`config.mk`:
```
export PLATFORM = sky130hd
export DESIGN_NAME = data_sram_arbiter
export DESIGN_NICKNAME = d
export VERILOG_FILES = /design/src/rtl/data_sram_arbiter.sv
export SDC_FILE = /design/constraint.sdc
export NUM_CORES = 1
export LEC_CHECK = 0
export BUFFER_PORTS_ARGS = -buffer_cell sky130_fd_sc_hd__buf_4
export CAP_MARGIN = 20
export CORE_AREA = 2 2 121 123
export CTS_BUF_LIST = sky130_fd_sc_hd__clkbuf_8
export DETAILED_ROUTE_END_ITERATION = 7
export DIE_AREA = 0 0 123 125
export GPL_ROUTABILITY_DRIVEN = 0
export PLACE_DENSITY = 0.4
export REMOVE_ABC_BUFFERS = 1
export SLEW_MARGIN = 20
export SYNTH_ARGS = -nofsm -noshare
export SYNTH_HDL_FRONTEND = slang
export SYNTH_SLANG_ARGS = --single-unit
```
`constraint.sdc`:
```
create_clock -name clk -period 2.3 [get_ports clk]
set_input_delay 0.46 -clock clk [delete_from_list [all_inputs] [get_ports clk]]
set_output_delay 0.46 -clock clk [all_outputs]
set_load 0.02 [all_outputs]
```
`src/rtl/data_sram_arbiter.sv`:
```
// data_sram_arbiter
//   Shares one single-ported synchronous data SRAM between two requesters:
//   port 0 (CPU load/store path) and port 1 (debug/DMA loader). At most one
//   access is accepted per cycle. The completion strobe and read data are
//   returned to the issuing port one cycle later. A port that accepts with
//   lock=1 keeps the SRAM until it releases the lock.
//
//   Build option: define DSRAM_ARB_RR_EN for round-robin tie breaking.
//   When it is undefined, port 0 always wins a tie and port 1 can starve.
//
// Ports
//   clk, resetn                  clock, asynchronous active-low reset
//   pN_req/wr/wstrb/addr/wdata   access request from port N (held until accepted)
//   pN_lock                      keep ownership after the current access
//   pN_addr_ok                   request accepted this cycle
//   pN_data_ok, pN_rdata         completion strobe and read data, one cycle later
//   data_sram_*                  SRAM interface (rdata valid one cycle after en)
module data_sram_arbiter #(
  parameter int unsigned ADDR_W = 32
) (
  input  logic              clk,
  input  logic              resetn,
  input  logic              p0_req,
  input  logic              p0_wr,
  input  logic [3:0]        p0_wstrb,
  input  logic [ADDR_W-1:0] p0_addr,
  input  logic [31:0]       p0_wdata,
  input  logic              p0_lock,
  output logic              p0_addr_ok,
  output logic              p0_data_ok,
  output logic [31:0]       p0_rdata,
  input  logic              p1_req,
  input  logic              p1_wr,
  input  logic [3:0]        p1_wstrb,
  input  logic [ADDR_W-1:0] p1_addr,
  input  logic [31:0]       p1_wdata,
  input  logic              p1_lock,
  output logic              p1_addr_ok,
  output logic              p1_data_ok,
  output logic [31:0]       p1_rdata,
  output logic              data_sram_en,
  output logic [3:0]        data_sram_wen,
  output logic [ADDR_W-1:0] data_sram_addr,
  output logic [31:0]       data_sram_wdata,
  input  logic [31:0]       data_sram_rdata
);

  logic r_resp_valid;
  logic r_resp_port;
  logic r_lock_valid;
  logic r_lock_port;

  logic w_gnt0;
  logic w_gnt1;
  logic w_acc;
  logic w_sel_lock;
  logic w_own_req;
  logic w_own_lock;

`ifdef DSRAM_ARB_RR_EN
  logic r_prio;  // port that wins the next tie
`endif

  // Grant: a lock owner excludes the other port entirely.
  always_comb begin
    w_gnt0 = 1'b0;
    w_gnt1 = 1'b0;
    if (r_lock_valid) begin
      w_gnt0 = p0_req && !r_lock_port;
      w_gnt1 = p1_req &&  r_lock_port;
    end else if (p0_req && p1_req) begin
`ifdef DSRAM_ARB_RR_EN
      w_gnt0 = !r_prio;
      w_gnt1 =  r_prio;
`else
      w_gnt0 = 1'b1;
`endif
    end else begin
      w_gnt0 = p0_req;
      w_gnt1 = p1_req;
    end
  end

  assign w_acc      = w_gnt0 || w_gnt1;
  assign p0_addr_ok = w_gnt0;
  assign p1_addr_ok = w_gnt1;

  // SRAM mux; port 0 values pass through when idle.
  always_comb begin
    data_sram_en    = w_acc;
    data_sram_wen   = 4'b0000;
    data_sram_addr  = p0_addr;
    data_sram_wdata = p0_wdata;
    if (w_gnt1) begin
      data_sram_addr  = p1_addr;
      data_sram_wdata = p1_wdata;
      data_sram_wen   = p1_wr ? p1_wstrb : 4'b0000;
    end else if (w_gnt0) begin
      data_sram_wen   = p0_wr ? p0_wstrb : 4'b0000;
    end
  end

  assign w_sel_lock = w_gnt1 ? p1_lock : p0_lock;
  assign w_own_req  = r_lock_port ? p1_req  : p0_req;
  assign w_own_lock = r_lock_port ? p1_lock : p0_lock;

  always_ff @(posedge clk or negedge resetn) begin
    if (!resetn) begin
      r_resp_valid <= 1'b0;
      r_resp_port  <= 1'b0;
      r_lock_valid <= 1'b0;
      r_lock_port  <= 1'b0;
    end else begin
      r_resp_valid <= w_acc;
      if (w_acc) begin
        r_resp_port <= w_gnt1;
      end
      // Only the owner can be accepted while locked, so an accept always
      // rewrites the lock from the accepting port's lock input.
      if (w_acc) begin
        r_lock_valid <= w_sel_lock;
        r_lock_port  <= w_gnt1;
      end else if (r_lock_valid && !w_own_req && !w_own_lock) begin
        r_lock_valid <= 1'b0;
      end
    end
  end

`ifdef DSRAM_ARB_RR_EN
  always_ff @(posedge clk or negedge resetn) begin
    if (!resetn) begin
      r_prio <= 1'b0;
    end else if (w_acc && p0_req && p1_req) begin
      r_prio <= !w_gnt1;
    end
  end
`endif

  assign p0_data_ok = r_resp_valid && !r_resp_port;
  assign p1_data_ok = r_resp_valid &&  r_resp_port;
  assign p0_rdata   = p0_data_ok ? data_sram_rdata : 32'h0;
  assign p1_rdata   = p1_data_ok ? data_sram_rdata : 32'h0;

endmodule

```
==> impl_metrics.env, run 1 <==
export IMPL_cts_tree="done"
export IMPL_core_area_um2=14200
export IMPL_hp_class="in2async"
export IMPL_grt_antenna_before_repair=1
export IMPL_crit_start="r_lock_valid"
export IMPL_crit_arrival_ns=1.79
export IMPL_setup_viol=0
export IMPL_layout_setup_ws_ns=0.0482
export IMPL_p_leak_nw=2.50
export IMPL_start_util_pct=11.5
export IMPL_die_h_um=125
export IMPL_cts_buffers_inserted=3
export IMPL_power_switching_share_pct=47.9
export IMPL_async_reset_ff_share_pct=100
export IMPL_drt_total_wl_mm=11.2
export IMPL_cts_buffer_depth=2
export IMPL_yosysMostFrequentCell="mux2_4"
export IMPL_fin_setup_tns_ns=0
export IMPL_cts_root_buf="clkbuf_8"
export IMPL_detail_route_wl_per_cell_um=16.9
export IMPL_synthTopCellsByCount="39 x mux2_4, 33 x and2_1, 33 x and3_1"
export IMPL_layout_min_cycle_time_ns=2.25
export IMPL_final_hold_violation_count=0
export IMPL_drtAntennaViolNets=0
export IMPL_synth_avg_cell_area_um2=9.73
export IMPL_fmax_mhz=444
export IMPL_io_pins=313
export IMPL_grt_pass1_vias=2441
export IMPL_port_buffers=312
export IMPL_vias=2518
export IMPL_cp_top_family="buffers and inverters"
export IMPL_rsz0062_at_grt="true"
export IMPL_p_comb_share_pct=92.8
export IMPL_clock_sinks=3
export IMPL_synth_xor_area_share_pct=0
export IMPL_grt_max_degree=38
export IMPL_switching_power_mw=1.61
export IMPL_synth_area_leader_cell="mux2_4"
export IMPL_synthTopCellsByArea="mux2_4 36%, mux2_2 17%, and2_1 13%"
export IMPL_num_rows=44
export IMPL_critPathSlowestCell="dfrtp_1"
export IMPL_ys_ff_latch=3
export IMPL_yosysWarnings=0
export IMPL_peakVddDrop_uv=289
export IMPL_final_nets=654
export IMPL_synthAdderAreaFrac_pct=0
export IMPL_syn_inst=168
export IMPL_crit_path_max_incr_delay_ns=0.40
export IMPL_seqPwrFrac_pct=2.9
export IMPL_p_int_mw=1.75
export IMPL_drv_slew=0
export IMPL_worstSetupPathType="reg2out"
export IMPL_worst_slew_pin_slew_ns=0.309
export IMPL_synthMuxAreaShare_pct=53.6
export IMPL_reg2reg_from="r_lock_valid"
export IMPL_path_max_fanout=11
export IMPL_routed_via_density=3.80
export IMPL_max_cap_violations=0
export IMPL_cts_clk_slew_worst_paths_ns=0.03
export IMPL_cp_cell_sequence="and2_4 -> o21ai_4 -> buf_12 -> clkbuf_16 -> mux2_2 -> buf_4"
export IMPL_path_buf_inv=3
export IMPL_synth_compound_area_share_pct=4.74
export IMPL_synth_cell_types=22
export IMPL_cts_max_level=1
export IMPL_drc=0
export IMPL_start_kind="register"
export IMPL_endpoint_kind="primary output"
export IMPL_status="finished, final reports clean"
export IMPL_synth_seq_area_share_pct=4.59
export IMPL_synthesis_area_um2=1640
export IMPL_die_area_um2=15400
export IMPL_max_slew_margin_pct=79.4
export IMPL_dp_hpwl_mm=9.41
export IMPL_grt_usage_pct=12.8
export IMPL_grt_pass1_wl_mm=14.6
export IMPL_synth_top_family_by_area="multiplexers"
export IMPL_p_clk_share_pct=4.4
export IMPL_skew_ns=0.000928
export IMPL_crit_required_ns=1.84
export IMPL_die_x_um=123
export IMPL_first_pass_iters=4
export IMPL_ys_flop_type="dfrtp_1"
export IMPL_drive_above_1_share_pct=82.2
export IMPL_min_period_over_period_pct=97.9
export IMPL_grt_overflow_total=0
export IMPL_drt_iter0_drc=40
export IMPL_pre_cts_ws_ns=0.157
export IMPL_synth_top_area_share_pct=35.8
export IMPL_yosys_area_share_simple_pct=27.5
export IMPL_synth_edf_count=0
export IMPL_area_growth_pct=163
export IMPL_holdWs_ns=0.0304
export IMPL_clock_latency_ns=0.21
export IMPL_p_per_area_nw_per_um2=783
final timing paths:
| check | end | slack [ns] | cells past startpoint |
|---|---|---|---|
| worst max-delay path | data_sram_wdata[22] | 0.05 | 6 |
| worst max register to register | r_lock_port | 0.90 | 6 |
| max in group asynchronous | r_resp_valid | 2.17 | 1 |
| min in group clk | r_lock_valid | 0.52 | 1 |
| worst min-delay path | r_lock_port | 0.03 | 1 |
| worst min register to register | r_lock_valid | 0.52 | 1 |
power by group through the flow:
stage / sequential, mW / clock, mW / combinational (mW)
4_1_cts: 0.0976 / 0.152 / 3.03
5_1_grt: 0.101 / 0.155 / 3.32
6_report: 0.0969 / 0.147 / 3.13
3_5_place_dp: 0.0967 / 0 / 2.98
3_3_place_gp: 0.0978 / 0 / 2.99
2_1_floorplan: 0.156 / 0 / 1.60
state kept, by name (all words and copies together), names as in the netlist:
name	count
r_resp_valid	1
r_lock_port	1
r_lock_valid	1
routing by layer:
metal	global-route usage (%)	vias up	share of wire, %
met5	0	-	0
li1	-	1220	-
met4	4.08	0	2.3
met1	13.3	1113	34
met2	24.1	175	53
met3	3.88	10	10
area by class of cell:
cell class / instances / area [um^2]
diodes: 1 / 2.50
clock buffers: 3 / 41.3
clock inverters: 1 / 3.75
fillers: 1520 / 9900
inverters: 2 / 10.0
multi-input cells: 146 / 1400
flip-flops and latches: 3 / 75.1
well taps: 184 / 230
repair buffers: 322 / 2530
stage by stage:
step / utilization, % / cell area [um^2] / instances / power [mW]
2_1_floorplan: - / 1490 / 151 / 1.76
4_1_cts: 29.5 / 4200 / 657 / 3.28
3_5_place_dp: 29.0 / 4120 / 652 / 3.07
3_3_place_gp: 29.0 / 4120 / 652 / 3.09
5_1_grt: 30.3 / 4300 / 662 / 3.57
6_report: 30.3 / 4300 / 662 / 3.37
logic make-up after synthesis:
family	Yosys count
mux	65
simple gates	73
flops	3
compound gates	8
buf+inv	19
placed cells by master (no fill, tap or decap), types with 2 or more instances in the layout:
| cell type | n |
|---|---|
| a32o_1 | 4 |
| and2_1 | 33 |
| and3_1 | 33 |
| buf_12 | 2 |
| buf_16 | 2 |
| buf_4 | 315 |
| clkbuf_16 | 3 |
| clkbuf_8 | 3 |
| dfrtp_1 | 3 |
| inv_1 | 2 |
| mux2_2 | 25 |
| mux2_4 | 39 |
| nand2_1 | 3 |
| nor2b_1 | 2 |
timing repair:
item / in CTS / in global routing
hold buffers: 0 / 0
pin swaps: 1 / 1
endpoints found under the setup margin: 25 / 55
gates cloned: 1 / 3
gates resized for setup: 2 / 1
setup buffers: 0 / 1
Power figures use the tool's default switching activity.
==> run 2, diff against run 1 <==
--- a/config.mk
+++ b/config.mk
@@ -7,12 +7,14 @@
 export LEC_CHECK = 0
 export BUFFER_PORTS_ARGS = -buffer_cell sky130_fd_sc_hd__buf_4
 export CAP_MARGIN = 20
-export CORE_AREA = 2 2 121 123
+export CELL_PAD_IN_SITES_DETAIL_PLACEMENT = 1
+export CELL_PAD_IN_SITES_GLOBAL_PLACEMENT = 2
+export CORE_AREA = 2 2 131 133
 export CTS_BUF_LIST = sky130_fd_sc_hd__clkbuf_8
 export DETAILED_ROUTE_END_ITERATION = 7
-export DIE_AREA = 0 0 123 125
+export DIE_AREA = 0 0 133 135
 export GPL_ROUTABILITY_DRIVEN = 0
-export PLACE_DENSITY = 0.4
+export PLACE_DENSITY = 0.75
 export REMOVE_ABC_BUFFERS = 1
 export SLEW_MARGIN = 20
 export SYNTH_ARGS = -nofsm -noshare
==> run 2 against run 1 <==
Sequential power grew 2.2%. Power grew 5.2%. Wire length grew 11%. Sequential share of layout area shrank 0.057 points. Core utilization shrank 2.7 points. Final area grew 5.1%. Critical endpoint is now data_sram_addr[9]. Largest cell class unchanged. Largest power group unchanged. Highest routed layer unchanged.
==> impl_metrics.env, run 2 (synthesized netlist as in run 1, its figures left out) <==
export IMPL_core_area_um2=16400
export IMPL_max_slew_margin_pct=79.4
export IMPL_drv_slew=0
export IMPL_grt_max_degree=38
export IMPL_cts_root_buf="clkbuf_8"
export IMPL_fin_setup_tns_ns=0
export IMPL_layout_min_cycle_time_ns=2.26
export IMPL_port_buffers=312
export IMPL_path_max_fanout=7
export IMPL_largest_registers="r_lock_port (1), r_lock_valid (1), r_resp_valid (1)"
export IMPL_routed_via_density=3.76
export IMPL_finish_utilization_pct=27.6
export IMPL_rr_worst_depth=6
export IMPL_grt_pass1_wl_mm=16.7
export IMPL_hp_class="in2async"
export IMPL_skew_ns=0.00379
export IMPL_die_area_um2=18000
export IMPL_die_x_um=133
export IMPL_drtAntennaViolNets=0
export IMPL_p_per_area_nw_per_um2=784
export IMPL_crit_required_ns=1.84
export IMPL_start_util_pct=9.97
export IMPL_cts_max_level=1
export IMPL_start_kind="register"
export IMPL_placed_area_um2=4210
export IMPL_drc=0
export IMPL_drt_total_wl_mm=12.5
export IMPL_layout_setup_ws_ns=0.0357
export IMPL_die_h_um=135
export IMPL_area_growth_pct=177
export IMPL_grt_antenna_before_repair=2
export IMPL_io_pins=313
export IMPL_status="finished, final reports clean"
export IMPL_num_rows=47
export IMPL_cts_buffer_depth=2
export IMPL_detail_route_wl_per_cell_um=17.7
export IMPL_grt_overflow_total=0
export IMPL_setup_viol=0
export IMPL_worstSetupPathType="reg2out"
export IMPL_stdcell_area_um2=4520
export IMPL_dp_hpwl_mm=10.6
export IMPL_cts_hold_buf=0
export IMPL_fillers=1931
export IMPL_rsz0062_at_grt="true"
export IMPL_final_hold_violation_count=0
export IMPL_grt_pass1_vias=2788
export IMPL_power_mw=3.54
export IMPL_p_leak_nw=2.59
export IMPL_cts_buffers_inserted=3
export IMPL_worst_slew_pin_slew_ns=0.309
export IMPL_crit_arrival_ns=1.80
export IMPL_drt_iter0_drc=37
export IMPL_fmax_mhz=442
export IMPL_cts_tree="done"
export IMPL_clock_sinks=3
export IMPL_endpoint_kind="primary output"
export IMPL_drive_above_1_share_pct=83.3
export IMPL_vias=2655
export IMPL_first_pass_iters=4
export IMPL_min_period_over_period_pct=98.4
export IMPL_cts_clk_slew_worst_paths_ns=0.03
export IMPL_final_cell_mix="298 x buf_4, 41 x mux2_4, 33 x and3_1, 33 x and2_1, 24 x buf_6"
export IMPL_final_nets=662
export IMPL_max_cap_violations=0
export IMPL_pre_cts_ws_ns=0.145
export IMPL_clock_latency_ns=0.22
export IMPL_peakVddDrop_uv=293
export IMPL_final_common_cell="buf_4"
export IMPL_grt_usage_pct=11.9
run 2: power breakdown:
part	internal [mW]	switching, mW
combinational	1.69	1.61
clock	0.114	0.0364
sequential	0.0794	0.0196
run 2: worst paths after layout:
path                                      to          from  slack [ns]
min                             r_resp_valid        resetn        0.03
min in group clk                r_resp_valid        p0_req        0.56
max                        data_sram_addr[9]  r_lock_valid        0.04
min reg2reg                     r_lock_valid  r_lock_valid        0.60
max in group asynchronous       r_lock_valid        resetn        2.16
max reg2reg                      r_lock_port  r_lock_valid        0.90
run 2: cell type report:
type / count / area [um^2] / area share (%)
Sequential cell: 3 / 76.3 / 1.69
Inverter: 2 / 7.51 / 0.166
Clock buffer: 3 / 41.3 / 0.913
Timing Repair Buffer: 330 / 2700 / 59.7
Clock inverter: 1 / 3.75 / 0.0830
Antenna cell: 2 / 5.00 / 0.111
Tap cell: 220 / 275 / 6.09
Multi-Input combinational cell: 146 / 1420 / 31.3
run 2: per-stage QoR:
step | std cells | hold slack, ns
6_report | 707 | 0.0256
5_1_grt | 707 | 0.0249
4_1_cts | 698 | 0.0216
3_5_place_dp | 692 | 0.255
3_3_place_gp | 692 | 0.252
2_1_floorplan | 151 | 0.164
run 2: worst max-delay path: stages, from the launching register on:
cell       delay (ns)
dfrtp_2          0.42
and2_4           0.15
o21ai_4          0.20
clkbuf_16        0.22
buf_8            0.14
mux2_4           0.31
buf_4            0.16
run 2: what timing repair did:
item	4_1_cts	5_1_grt
endpoints found under the hold margin	0	0
endpoints found under the setup margin	26	49
pin swaps	0	1
resized for setup	3	30
buffers inserted	2	2
cloned	0	5
run 2: routing by layer:
layer	wire, um	vias to the layer above	GRT usage [%]	share of wire (%)
li1	-	1240	-	-
met1	4440	1189	12.7	36
met2	6100	214	21.4	49
met3	1660	12	5.14	13
met4	291	0	3.52	2.3
met5	0	-	0	0
